--- src/rtl/mm_pkg.sv ---
// rtl/mm_pkg.sv - shared state encoding and default widths for the A/B feeder
package mm_pkg;

    typedef enum logic [1:0] {
        IDLE  = 2'd0,
        RUN   = 2'd1,
        DRAIN = 2'd2,
        DONE  = 2'd3
    } feed_state_e;

    localparam int MM_D_WIDTH    = 64;
    localparam int MM_ADDR_WIDTH = 16;
    localparam int MM_RD_DELAY   = 2;

endpackage

--- src/rtl/feed_ab_if.sv ---
// rtl/feed_ab_if.sv - source-memory read ports and show-ahead A/B stream ports
interface feed_ab_if
    import mm_pkg::*;
#(
    parameter int D_WIDTH    = MM_D_WIDTH,
    parameter int ADDR_WIDTH = MM_ADDR_WIDTH
) ();

    logic                  mem_A_rd_en_out;
    logic [ADDR_WIDTH-1:0] mem_A_addr_out;
    logic [D_WIDTH-1:0]    mem_A_rdata_in;
    logic                  mem_B_rd_en_out;
    logic [ADDR_WIDTH-1:0] mem_B_addr_out;
    logic [D_WIDTH-1:0]    mem_B_rdata_in;

    logic [D_WIDTH-1:0]    data_A_FIFO_out;
    logic                  valid_A_FIFO_out;
    logic                  PASS_EN_A_FIFO_in;
    logic [D_WIDTH-1:0]    data_B_FIFO_out;
    logic                  valid_B_FIFO_out;
    logic                  PASS_EN_B_FIFO_in;

    modport master (
        output mem_A_rd_en_out, mem_A_addr_out,
        input  mem_A_rdata_in,
        output mem_B_rd_en_out, mem_B_addr_out,
        input  mem_B_rdata_in,
        output data_A_FIFO_out, valid_A_FIFO_out,
        input  PASS_EN_A_FIFO_in,
        output data_B_FIFO_out, valid_B_FIFO_out,
        input  PASS_EN_B_FIFO_in
    );

    modport slave (
        input  mem_A_rd_en_out, mem_A_addr_out,
        output mem_A_rdata_in,
        input  mem_B_rd_en_out, mem_B_addr_out,
        output mem_B_rdata_in,
        input  data_A_FIFO_out, valid_A_FIFO_out,
        output PASS_EN_A_FIFO_in,
        input  data_B_FIFO_out, valid_B_FIFO_out,
        output PASS_EN_B_FIFO_in
    );

endinterface

--- src/rtl/feed_stream.sv ---
// rtl/feed_stream.sv - one stream: address sequencer, credit check, read-latency pipe, show-ahead FIFO
module feed_stream
    import mm_pkg::*;
#(
    parameter int D_WIDTH          = MM_D_WIDTH,
    parameter int ADDR_WIDTH       = MM_ADDR_WIDTH,
    parameter int NUM_WIDTH        = 1,
    parameter int TILE_WIDTH       = 8,
    parameter int RD_DELAY         = MM_RD_DELAY,
    parameter int FIFO_DEPTH_WIDTH = 2
) (
    input  logic                  clk,
    input  logic                  rst,
    input  logic                  i_load,
    input  logic                  i_run,
    input  logic [ADDR_WIDTH-1:0] i_base,
    input  logic [TILE_WIDTH-1:0] i_tile_cnt,
    output logic                  o_mem_rd_en,
    output logic [ADDR_WIDTH-1:0] o_mem_addr,
    input  logic [D_WIDTH-1:0]    i_mem_rdata,
    output logic [D_WIDTH-1:0]    o_fifo_data,
    output logic                  o_fifo_valid,
    input  logic                  i_pass_en,
    output logic                  o_issue_done,
    output logic                  o_pipe_empty
);

    localparam int CNT_W = TILE_WIDTH + NUM_WIDTH;
    localparam int DEPTH = 1 << FIFO_DEPTH_WIDTH;
    localparam int OCC_W = FIFO_DEPTH_WIDTH + 1;

    logic [ADDR_WIDTH-1:0]       r_addr;
    logic [CNT_W-1:0]            r_remaining;
    logic [RD_DELAY-1:0]         r_pipe;
    logic [OCC_W-1:0]            r_inflight;
    logic [OCC_W-1:0]            r_occ;
    logic [FIFO_DEPTH_WIDTH-1:0] r_wr_ptr;
    logic [FIFO_DEPTH_WIDTH-1:0] r_rd_ptr;
    logic [D_WIDTH-1:0]          r_mem [DEPTH];

    logic             w_rd_en;
    logic             w_arrive;
    logic             w_pop;
    logic             w_credit;
    logic [OCC_W:0]   w_used;

    // Words in flight are pre-reserved FIFO slots, so a full pipe can never overflow the FIFO.
    assign w_used   = {1'b0, r_occ} + {1'b0, r_inflight};
    assign w_credit = (w_used < (OCC_W + 1)'(DEPTH));
    assign w_rd_en  = i_run && (r_remaining != '0) && w_credit;
    assign w_arrive = r_pipe[RD_DELAY-1];
    assign w_pop    = i_pass_en && (r_occ != '0);

    assign o_mem_rd_en  = w_rd_en;
    assign o_mem_addr   = r_addr;
    assign o_fifo_valid = (r_occ != '0);
    assign o_fifo_data  = o_fifo_valid ? r_mem[r_rd_ptr] : '0;
    assign o_issue_done = (r_remaining == '0);
    assign o_pipe_empty = (r_inflight == '0);

    // Address and remaining-word counters; load on job accept, advance on each read strobe.
    always_ff @(posedge clk) begin
        if (rst) begin
            r_addr      <= '0;
            r_remaining <= '0;
        end else if (i_load) begin
            r_addr      <= i_base;
            r_remaining <= CNT_W'(i_tile_cnt) << NUM_WIDTH;
        end else if (w_rd_en) begin
            r_addr      <= r_addr + ADDR_WIDTH'(1);
            r_remaining <= r_remaining - CNT_W'(1);
        end
    end

    // Valid-bit pipe that tracks each read through the fixed memory latency.
    always_ff @(posedge clk) begin
        if (rst) begin
            r_pipe <= '0;
        end else begin
            r_pipe[0] <= w_rd_en;
            for (int i = 1; i < RD_DELAY; i++) begin
                r_pipe[i] <= r_pipe[i-1];
            end
        end
    end

    // Count of reads issued whose data has not yet landed in the FIFO.
    always_ff @(posedge clk) begin
        if (rst) begin
            r_inflight <= '0;
        end else begin
            case ({w_rd_en, w_arrive})
                2'b10:   r_inflight <= r_inflight + OCC_W'(1);
                2'b01:   r_inflight <= r_inflight - OCC_W'(1);
                default: r_inflight <= r_inflight;
            endcase
        end
    end

    // FIFO pointers and occupancy; a simultaneous push and pop leaves occupancy unchanged.
    always_ff @(posedge clk) begin
        if (rst) begin
            r_wr_ptr <= '0;
            r_rd_ptr <= '0;
            r_occ    <= '0;
        end else begin
            if (w_arrive) r_wr_ptr <= r_wr_ptr + FIFO_DEPTH_WIDTH'(1);
            if (w_pop)    r_rd_ptr <= r_rd_ptr + FIFO_DEPTH_WIDTH'(1);
            case ({w_arrive, w_pop})
                2'b10:   r_occ <= r_occ + OCC_W'(1);
                2'b01:   r_occ <= r_occ - OCC_W'(1);
                default: r_occ <= r_occ;
            endcase
        end
    end

    // FIFO storage; contents need no reset because the output is gated by occupancy.
    always_ff @(posedge clk) begin
        if (w_arrive) r_mem[r_wr_ptr] <= i_mem_rdata;
    end

endmodule

--- src/rtl/feed_ab.sv ---
// rtl/feed_ab.sv - A/B FIFO-chain transmit feeder; optional stall counters under FEED_AB_STALL_CNT_EN
module feed_ab
    import mm_pkg::*;
#(
    parameter int D_WIDTH          = MM_D_WIDTH,
    parameter int ADDR_WIDTH       = MM_ADDR_WIDTH,
    parameter int A_NUM_WIDTH      = 1,
    parameter int B_NUM_WIDTH      = 1,
    parameter int TILE_WIDTH       = 8,
    parameter int RD_DELAY         = MM_RD_DELAY,
    parameter int FIFO_DEPTH_WIDTH = 2
) (
    input  logic                  clk,
    input  logic                  rst,
    input  logic                  start_in,
    input  logic [ADDR_WIDTH-1:0] base_A_in,
    input  logic [ADDR_WIDTH-1:0] base_B_in,
    input  logic [TILE_WIDTH-1:0] tile_cnt_in,
    output logic                  busy_out,
    output logic                  done_out,
`ifdef FEED_AB_STALL_CNT_EN
    output logic [31:0]           stall_A_cnt_out,
    output logic [31:0]           stall_B_cnt_out,
`endif
    feed_ab_if.master             bus
);

    feed_state_e r_state;
    feed_state_e w_next_state;

    logic w_start_acc;
    logic w_run;
    logic w_active;
    logic w_a_valid, w_b_valid;
    logic w_a_issue_done, w_b_issue_done;
    logic w_a_pipe_empty, w_b_pipe_empty;
    logic w_all_issued;
    logic w_all_drained;

    assign w_all_issued  = w_a_issue_done && w_b_issue_done;
    assign w_all_drained = !w_a_valid && !w_b_valid && w_a_pipe_empty && w_b_pipe_empty;

    assign bus.valid_A_FIFO_out = w_a_valid;
    assign bus.valid_B_FIFO_out = w_b_valid;

    feed_stream #(
        .D_WIDTH          (D_WIDTH),
        .ADDR_WIDTH       (ADDR_WIDTH),
        .NUM_WIDTH        (A_NUM_WIDTH),
        .TILE_WIDTH       (TILE_WIDTH),
        .RD_DELAY         (RD_DELAY),
        .FIFO_DEPTH_WIDTH (FIFO_DEPTH_WIDTH)
    ) u_stream_a (
        .clk          (clk),
        .rst          (rst),
        .i_load       (w_start_acc),
        .i_run        (w_run),
        .i_base       (base_A_in),
        .i_tile_cnt   (tile_cnt_in),
        .o_mem_rd_en  (bus.mem_A_rd_en_out),
        .o_mem_addr   (bus.mem_A_addr_out),
        .i_mem_rdata  (bus.mem_A_rdata_in),
        .o_fifo_data  (bus.data_A_FIFO_out),
        .o_fifo_valid (w_a_valid),
        .i_pass_en    (bus.PASS_EN_A_FIFO_in),
        .o_issue_done (w_a_issue_done),
        .o_pipe_empty (w_a_pipe_empty)
    );

    feed_stream #(
        .D_WIDTH          (D_WIDTH),
        .ADDR_WIDTH       (ADDR_WIDTH),
        .NUM_WIDTH        (B_NUM_WIDTH),
        .TILE_WIDTH       (TILE_WIDTH),
        .RD_DELAY         (RD_DELAY),
        .FIFO_DEPTH_WIDTH (FIFO_DEPTH_WIDTH)
    ) u_stream_b (
        .clk          (clk),
        .rst          (rst),
        .i_load       (w_start_acc),
        .i_run        (w_run),
        .i_base       (base_B_in),
        .i_tile_cnt   (tile_cnt_in),
        .o_mem_rd_en  (bus.mem_B_rd_en_out),
        .o_mem_addr   (bus.mem_B_addr_out),
        .i_mem_rdata  (bus.mem_B_rdata_in),
        .o_fifo_data  (bus.data_B_FIFO_out),
        .o_fifo_valid (w_b_valid),
        .i_pass_en    (bus.PASS_EN_B_FIFO_in),
        .o_issue_done (w_b_issue_done),
        .o_pipe_empty (w_b_pipe_empty)
    );

    // Job state register.
    always_ff @(posedge clk) begin
        if (rst) r_state <= IDLE;
        else     r_state <= w_next_state;
    end

    // Next state and job-level strobes. An empty job skips DRAIN so done lands two cycles after start.
    always_comb begin
        w_next_state = r_state;
        w_start_acc  = 1'b0;
        w_run        = 1'b0;
        w_active     = 1'b0;
        busy_out     = 1'b0;
        done_out     = 1'b0;
        case (r_state)
            IDLE: begin
                if (start_in) begin
                    w_start_acc  = 1'b1;
                    w_next_state = RUN;
                end
            end
            RUN: begin
                w_run    = 1'b1;
                w_active = 1'b1;
                busy_out = 1'b1;
                if (w_all_issued) w_next_state = w_all_drained ? DONE : DRAIN;
            end
            DRAIN: begin
                w_active = 1'b1;
                busy_out = 1'b1;
                if (w_all_drained) w_next_state = DONE;
            end
            DONE: begin
                busy_out     = 1'b1;
                done_out     = 1'b1;
                w_next_state = IDLE;
            end
            default: w_next_state = IDLE;
        endcase
    end

`ifdef FEED_AB_STALL_CNT_EN
    logic [31:0] r_stall_a;
    logic [31:0] r_stall_b;
    logic        w_a_outstanding;
    logic        w_b_outstanding;

    assign w_a_outstanding = !w_a_issue_done || !w_a_pipe_empty;
    assign w_b_outstanding = !w_b_issue_done || !w_b_pipe_empty;
    assign stall_A_cnt_out = r_stall_a;
    assign stall_B_cnt_out = r_stall_b;

    // Saturating count of cycles the A head is starved while A words are still owed.
    always_ff @(posedge clk) begin
        if (rst || w_start_acc) begin
            r_stall_a <= '0;
        end else if (w_active && !w_a_valid && w_a_outstanding && (r_stall_a != '1)) begin
            r_stall_a <= r_stall_a + 32'd1;
        end
    end

    // Saturating count of cycles the B head is starved while B words are still owed.
    always_ff @(posedge clk) begin
        if (rst || w_start_acc) begin
            r_stall_b <= '0;
        end else if (w_active && !w_b_valid && w_b_outstanding && (r_stall_b != '1)) begin
            r_stall_b <= r_stall_b + 32'd1;
        end
    end
`endif

endmodule

--- src/flat_wrapper.sv ---
// flat-port wrapper written by rule: the top's interface ports become plain ports
module feed_ab_flat import mm_pkg::*;
#(
    parameter int D_WIDTH          = MM_D_WIDTH,
    parameter int ADDR_WIDTH       = MM_ADDR_WIDTH,
    parameter int A_NUM_WIDTH      = 1,
    parameter int B_NUM_WIDTH      = 1,
    parameter int TILE_WIDTH       = 8,
    parameter int RD_DELAY         = MM_RD_DELAY,
    parameter int FIFO_DEPTH_WIDTH = 2
)
  (clk, rst, start_in, base_A_in, base_B_in, tile_cnt_in, busy_out, done_out, bus_mem_A_rd_en_out, bus_mem_A_addr_out, bus_mem_A_rdata_in, bus_mem_B_rd_en_out, bus_mem_B_addr_out, bus_mem_B_rdata_in, bus_data_A_FIFO_out, bus_valid_A_FIFO_out, bus_PASS_EN_A_FIFO_in, bus_data_B_FIFO_out, bus_valid_B_FIFO_out, bus_PASS_EN_B_FIFO_in);
  feed_ab_if #(.D_WIDTH(D_WIDTH), .ADDR_WIDTH(ADDR_WIDTH)) bus_i ();
  input  logic clk;
  input  logic rst;
  input  logic start_in;
  input  logic [ADDR_WIDTH-1:0] base_A_in;
  input  logic [ADDR_WIDTH-1:0] base_B_in;
  input  logic [TILE_WIDTH-1:0] tile_cnt_in;
  output logic busy_out;
  output logic done_out;
  output wire logic [$bits(bus_i.mem_A_rd_en_out)-1:0] bus_mem_A_rd_en_out;
  output wire logic [$bits(bus_i.mem_A_addr_out)-1:0] bus_mem_A_addr_out;
  input wire logic [$bits(bus_i.mem_A_rdata_in)-1:0] bus_mem_A_rdata_in;
  output wire logic [$bits(bus_i.mem_B_rd_en_out)-1:0] bus_mem_B_rd_en_out;
  output wire logic [$bits(bus_i.mem_B_addr_out)-1:0] bus_mem_B_addr_out;
  input wire logic [$bits(bus_i.mem_B_rdata_in)-1:0] bus_mem_B_rdata_in;
  output wire logic [$bits(bus_i.data_A_FIFO_out)-1:0] bus_data_A_FIFO_out;
  output wire logic [$bits(bus_i.valid_A_FIFO_out)-1:0] bus_valid_A_FIFO_out;
  input wire logic [$bits(bus_i.PASS_EN_A_FIFO_in)-1:0] bus_PASS_EN_A_FIFO_in;
  output wire logic [$bits(bus_i.data_B_FIFO_out)-1:0] bus_data_B_FIFO_out;
  output wire logic [$bits(bus_i.valid_B_FIFO_out)-1:0] bus_valid_B_FIFO_out;
  input wire logic [$bits(bus_i.PASS_EN_B_FIFO_in)-1:0] bus_PASS_EN_B_FIFO_in;
  assign bus_mem_A_rd_en_out = bus_i.mem_A_rd_en_out;
  assign bus_mem_A_addr_out = bus_i.mem_A_addr_out;
  assign bus_i.mem_A_rdata_in = bus_mem_A_rdata_in;
  assign bus_mem_B_rd_en_out = bus_i.mem_B_rd_en_out;
  assign bus_mem_B_addr_out = bus_i.mem_B_addr_out;
  assign bus_i.mem_B_rdata_in = bus_mem_B_rdata_in;
  assign bus_data_A_FIFO_out = bus_i.data_A_FIFO_out;
  assign bus_valid_A_FIFO_out = bus_i.valid_A_FIFO_out;
  assign bus_i.PASS_EN_A_FIFO_in = bus_PASS_EN_A_FIFO_in;
  assign bus_data_B_FIFO_out = bus_i.data_B_FIFO_out;
  assign bus_valid_B_FIFO_out = bus_i.valid_B_FIFO_out;
  assign bus_i.PASS_EN_B_FIFO_in = bus_PASS_EN_B_FIFO_in;
  feed_ab #(.D_WIDTH(D_WIDTH), .ADDR_WIDTH(ADDR_WIDTH), .A_NUM_WIDTH(A_NUM_WIDTH), .B_NUM_WIDTH(B_NUM_WIDTH), .TILE_WIDTH(TILE_WIDTH), .RD_DELAY(RD_DELAY), .FIFO_DEPTH_WIDTH(FIFO_DEPTH_WIDTH)) u_core (.clk(clk), .rst(rst), .start_in(start_in), .base_A_in(base_A_in), .base_B_in(base_B_in), .tile_cnt_in(tile_cnt_in), .busy_out(busy_out), .done_out(done_out), .bus(bus_i));
endmodule
--- config.mk ---
export PLATFORM = sky130hd
export DESIGN_NAME = feed_ab_flat
export DESIGN_NICKNAME = d
export VERILOG_FILES = /design/src/rtl/mm_pkg.sv /design/src/rtl/feed_ab_if.sv /design/src/rtl/feed_stream.sv /design/src/rtl/feed_ab.sv /design/src/flat_wrapper.sv
export SDC_FILE = /design/constraint.sdc
export NUM_CORES = 1
export LEC_CHECK = 0
export CAP_MARGIN = 20
export CORE_MARGIN = 4
export CORE_UTILIZATION = 45
export DETAILED_ROUTE_END_ITERATION = 16
export PLACE_DENSITY = 0.69
export SLEW_MARGIN = 20
export SYNTH_ARGS = -nofsm -noshare
export SYNTH_HDL_FRONTEND = slang
export SYNTH_HIERARCHICAL = 1
export SYNTH_SLANG_ARGS = --single-unit
--- constraint.sdc ---
create_clock -name clk -period 3.9 [get_ports clk]
set_input_delay 1.17 -clock clk [delete_from_list [all_inputs] [get_ports clk]]
set_output_delay 1.17 -clock clk [all_outputs]
set_load 0.02 [all_outputs]
==> flow_summary_export.csv <==
group,metric,value,unit
sta,setup_ws,126,ps
floorplan,placeableCoreArea,52600,sq um
worst_setup_path,critical_path_required,2730,ps
worst_setup_path,crit_fanout,39,
detailed_routing,routedWlPerCell,21.5,um
final_layout,post_route_cells_drive_above_1_share,16.5,%
yosys,avgSynthCellArea,17.7,sq um
worst_hold_path,hold_path_class,"reg -> reg",
yosys,net_count_after_synthesis,1552,
place,routabilityCongestion,0.803,
sta,timing.max_slew.rel_slack,39.3,%
worst_setup_path,crit_path_end_kind,"output port",
run_status,status,"complete, no violations",
global_routing,grt_antenna_before_repair,8,
sta,timing.final.crit_share,96.8,%
global_routing,gr-total-overflow,0,
detailed_routing,detail_route.drc_violations,0,
yosys,synth_seq_area_share,71.0,%
worst_setup_path,biggest_cell_delay_along_the_critical_path,670,ps
yosys,postSynthCellCount,1350,
cts,cts-buffers-inserted,59,
sta,final.setup.tns,0,ps
final_layout,area.growth.synth_to_final,26.6,%
run,timing.max_cap.violations,0,
yosys,ys_async_sr_fraction,0,%
floorplan,starting_density,45.5,%
cts,clk_path_buf_depth,3,
detailed_routing,detail_route.wirelength,52800,um
detailed_routing,via_count,13300,
yosys,ys_warn_count,6,
worst_setup_path,crit_arrival,2600,ps
floorplan,die-width,238,um
yosys,synthesis.area,23900,sq um
floorplan,top_level_ports,339,
detailed_routing,detail-route-antenna-nets,0,
cts,clkLatencyLatePin,630,ps
sta,fmax,0.265,GHz
detailed_routing,initialDrtViolationCount,627,
sta,post-route-min-period,3770,ps
detailed_routing,drt_pre_antenna_iters,4,
sta,timing_hold_violations_final,0,
worst_setup_path,crit_chain,"or3_2, buf_12, and2_1, clkdlybuf4s50_1",
sta,setup_viol,0,
final_layout,number_of_non_filler_instances_in_the_completed_layout,2456,
sta,rsz0062_at_grt,"false",
yosys,synth_flop_cell,"edfxtp_1",
sta,final_setup_skew,42.2,ps
place,dp_slack,477,ps
yosys,ys_ff_latch,592,
global_routing,grtUsageTotal,18.2,%
cts,cts.root.buffer_cell,"clkbuf_16",
worst_setup_path,criticalPathCategory,"reg -> out",
floorplan,standard_cell_rows,84,
detailed_routing,avgViaCountPerCell,5.40,
worst_setup_path,reg2reg_slack,960,ps
power,worst_ir_drop_vdd,0.000476,V
worst_setup_path,critical_path.slowest_cell,"or3_2",
place,io_buffer_count,338,
cts,clock_tree_from_tritoncts,"done",
global_routing,wire_length_of_the_first_global_routing_pass,81100,um
power,leakage,9.67,nW
yosys,synth_edf_count,512,
final_layout,layout.nets,1927,
power,power_density,605,nW/um^2
yosys,synth.distinct_cells,62,
cts,cts_num_sinks,592,
cts,clk_pin_slew,60,ps
floorplan,fp.dieArea,56900,sq um
global_routing,vias_in_the_first_global_route,14000,
floorplan,die-height,238,um
worst_setup_path,startpoint_type,"register",
sta,timing_worst_slew_pin_value,910,ps
place,dp_hpwl,34300,um
power,design_power_total,18.3,mW
cts,htree_levels,2,
place,post-place-cells,2346,
sta,slew_violations,0,
global_routing,largest_net_degree_at_the_start_of_global_routing,65,
final_layout,fill_cells,3997,
sequential cells by signal, indices dropped and copies added (netlist names), 3 cells and up, named ones only:
register and cells:
u_core/u_stream_a/r_mem 256, u_core/u_stream_b/r_occ 3, u_core/u_stream_b/o_mem_addr 16, u_core/u_stream_b/r_remaining 9, u_core/u_stream_a/r_inflight 3, u_core/u_stream_a/r_occ 3, u_core/u_stream_a/r_remaining 9, u_core/u_stream_b/r_mem 256
u_core/u_stream_b/r_inflight 3, u_core/u_stream_a/o_mem_addr 16
cells by family after synthesis:
group / synth area share [%]
flip-flops: 71.0
buffers and inverters: 1.98
multiplexers: 12.2
adder cells (fa/ha/maj): 1.64
AO/OA/AOI/OAI: 3.25
XOR/XNOR: 1.28
AND/OR/NAND/NOR: 8.64
final timing paths:
path	startpoint	to	cells past startpoint
worst min register to register	u_core/u_stream_a/r_pipe[0]	u_core/u_stream_a/r_pipe[1]	1
worst min-delay path	u_core/u_stream_a/r_pipe[0]	u_core/u_stream_a/r_pipe[1]	1
worst max-delay path	u_core/u_stream_b/r_occ[2]	bus_data_B_FIFO_out[54]	4
worst max register to register	u_core/u_stream_a/r_remaining[3]	u_core/u_stream_a/r_inflight[2]	9
area by class of cell:
type / count / area [sq um] / share of cell area [%]
Antenna cell: 3 / 7.51 / 0.0248
Multi-Input combinational cell: 646 / 6480 / 21.4
Tap cell: 688 / 861 / 2.85
Clock buffer: 71 / 1520 / 5.03
Timing Repair Buffer: 387 / 3930 / 13.0
Sequential cell: 592 / 17000 / 56.2
Clock inverter: 30 / 317 / 1.05
Inverter: 39 / 146 / 0.484
metal layers:
layer  routed length (um)  vias to the layer above  global-route usage [%]
met4                 1120                       10                    4.49
met5                   62                        -                       0
met3                 4220                       75                    6.40
li1                     -                     6045                       -
met2                26300                      346                    30.8
met1                21100                     6794                    22.8
power by group:
group | switching, mW | internal (mW)
Clock | 2.31 | 3.09
Sequential | 0.317 | 7.25
Combinational | 2.75 | 2.57
stage by stage:
stage | utilization (%) | hold slack [ps] | instance area, sq um
finish | 57.6 | 438 | 30300
global placement | 53.9 | 418 | 28300
global route | 57.6 | 474 | 30300
CTS | 57.5 | 442 | 30200
floorplan | - | 414 | 23900
detailed placement | 53.9 | 429 | 28300
Yosys cell counts (all sizes together) (20+ instances only):
cell	n	area share [%]
and2	143	3.7
ha	25	1.3
nand2	20	0.31
xnor2	25	0.92
clkbuf	48	0.75
dfxtp	80	6.7
mux4	128	12
buf	25	0.61
nor2	65	1.0
edfxtp	512	64
inv	38	0.60
a21oi	26	0.54
cell usage in the layout (no fill, tap or decap), types with 11 or more instances in the layout:
cell,synthesis,final
clkbuf_16,0,59
clkinv_1,1,14
a211oi_1,14,14
xnor2_1,25,25
buf_4,1,34
nor2_1,65,65
or4_1,11,11
clkbuf_1,48,12
inv_1,36,36
nor4_1,16,16
a21oi_1,26,26
clkdlybuf4s50_1,0,333
a311oi_1,12,12
dfxtp_1,80,76
buf_12,0,15
ha_1,25,24
nand2_1,20,19
nor3_1,14,14
mux4_2,128,128
edfxtp_1,512,512
nand3_1,19,19
and2_1,143,135
critical path: cells and delay by family, from the launching register on:
family,cells,cell delay (ps)
buffers and inverters,2,840
and+or+nand+nor,2,820
DFF,1,330
repair_timing:
item	in CTS	in global routing
hold endpoints to repair	0	0
setup endpoints to repair	52	7
resized for setup	6	3
hold buffers	0	0
setup buffers	6	0
pin swaps	0	0
No activity file was read; power rests on OpenSTA's default activity.
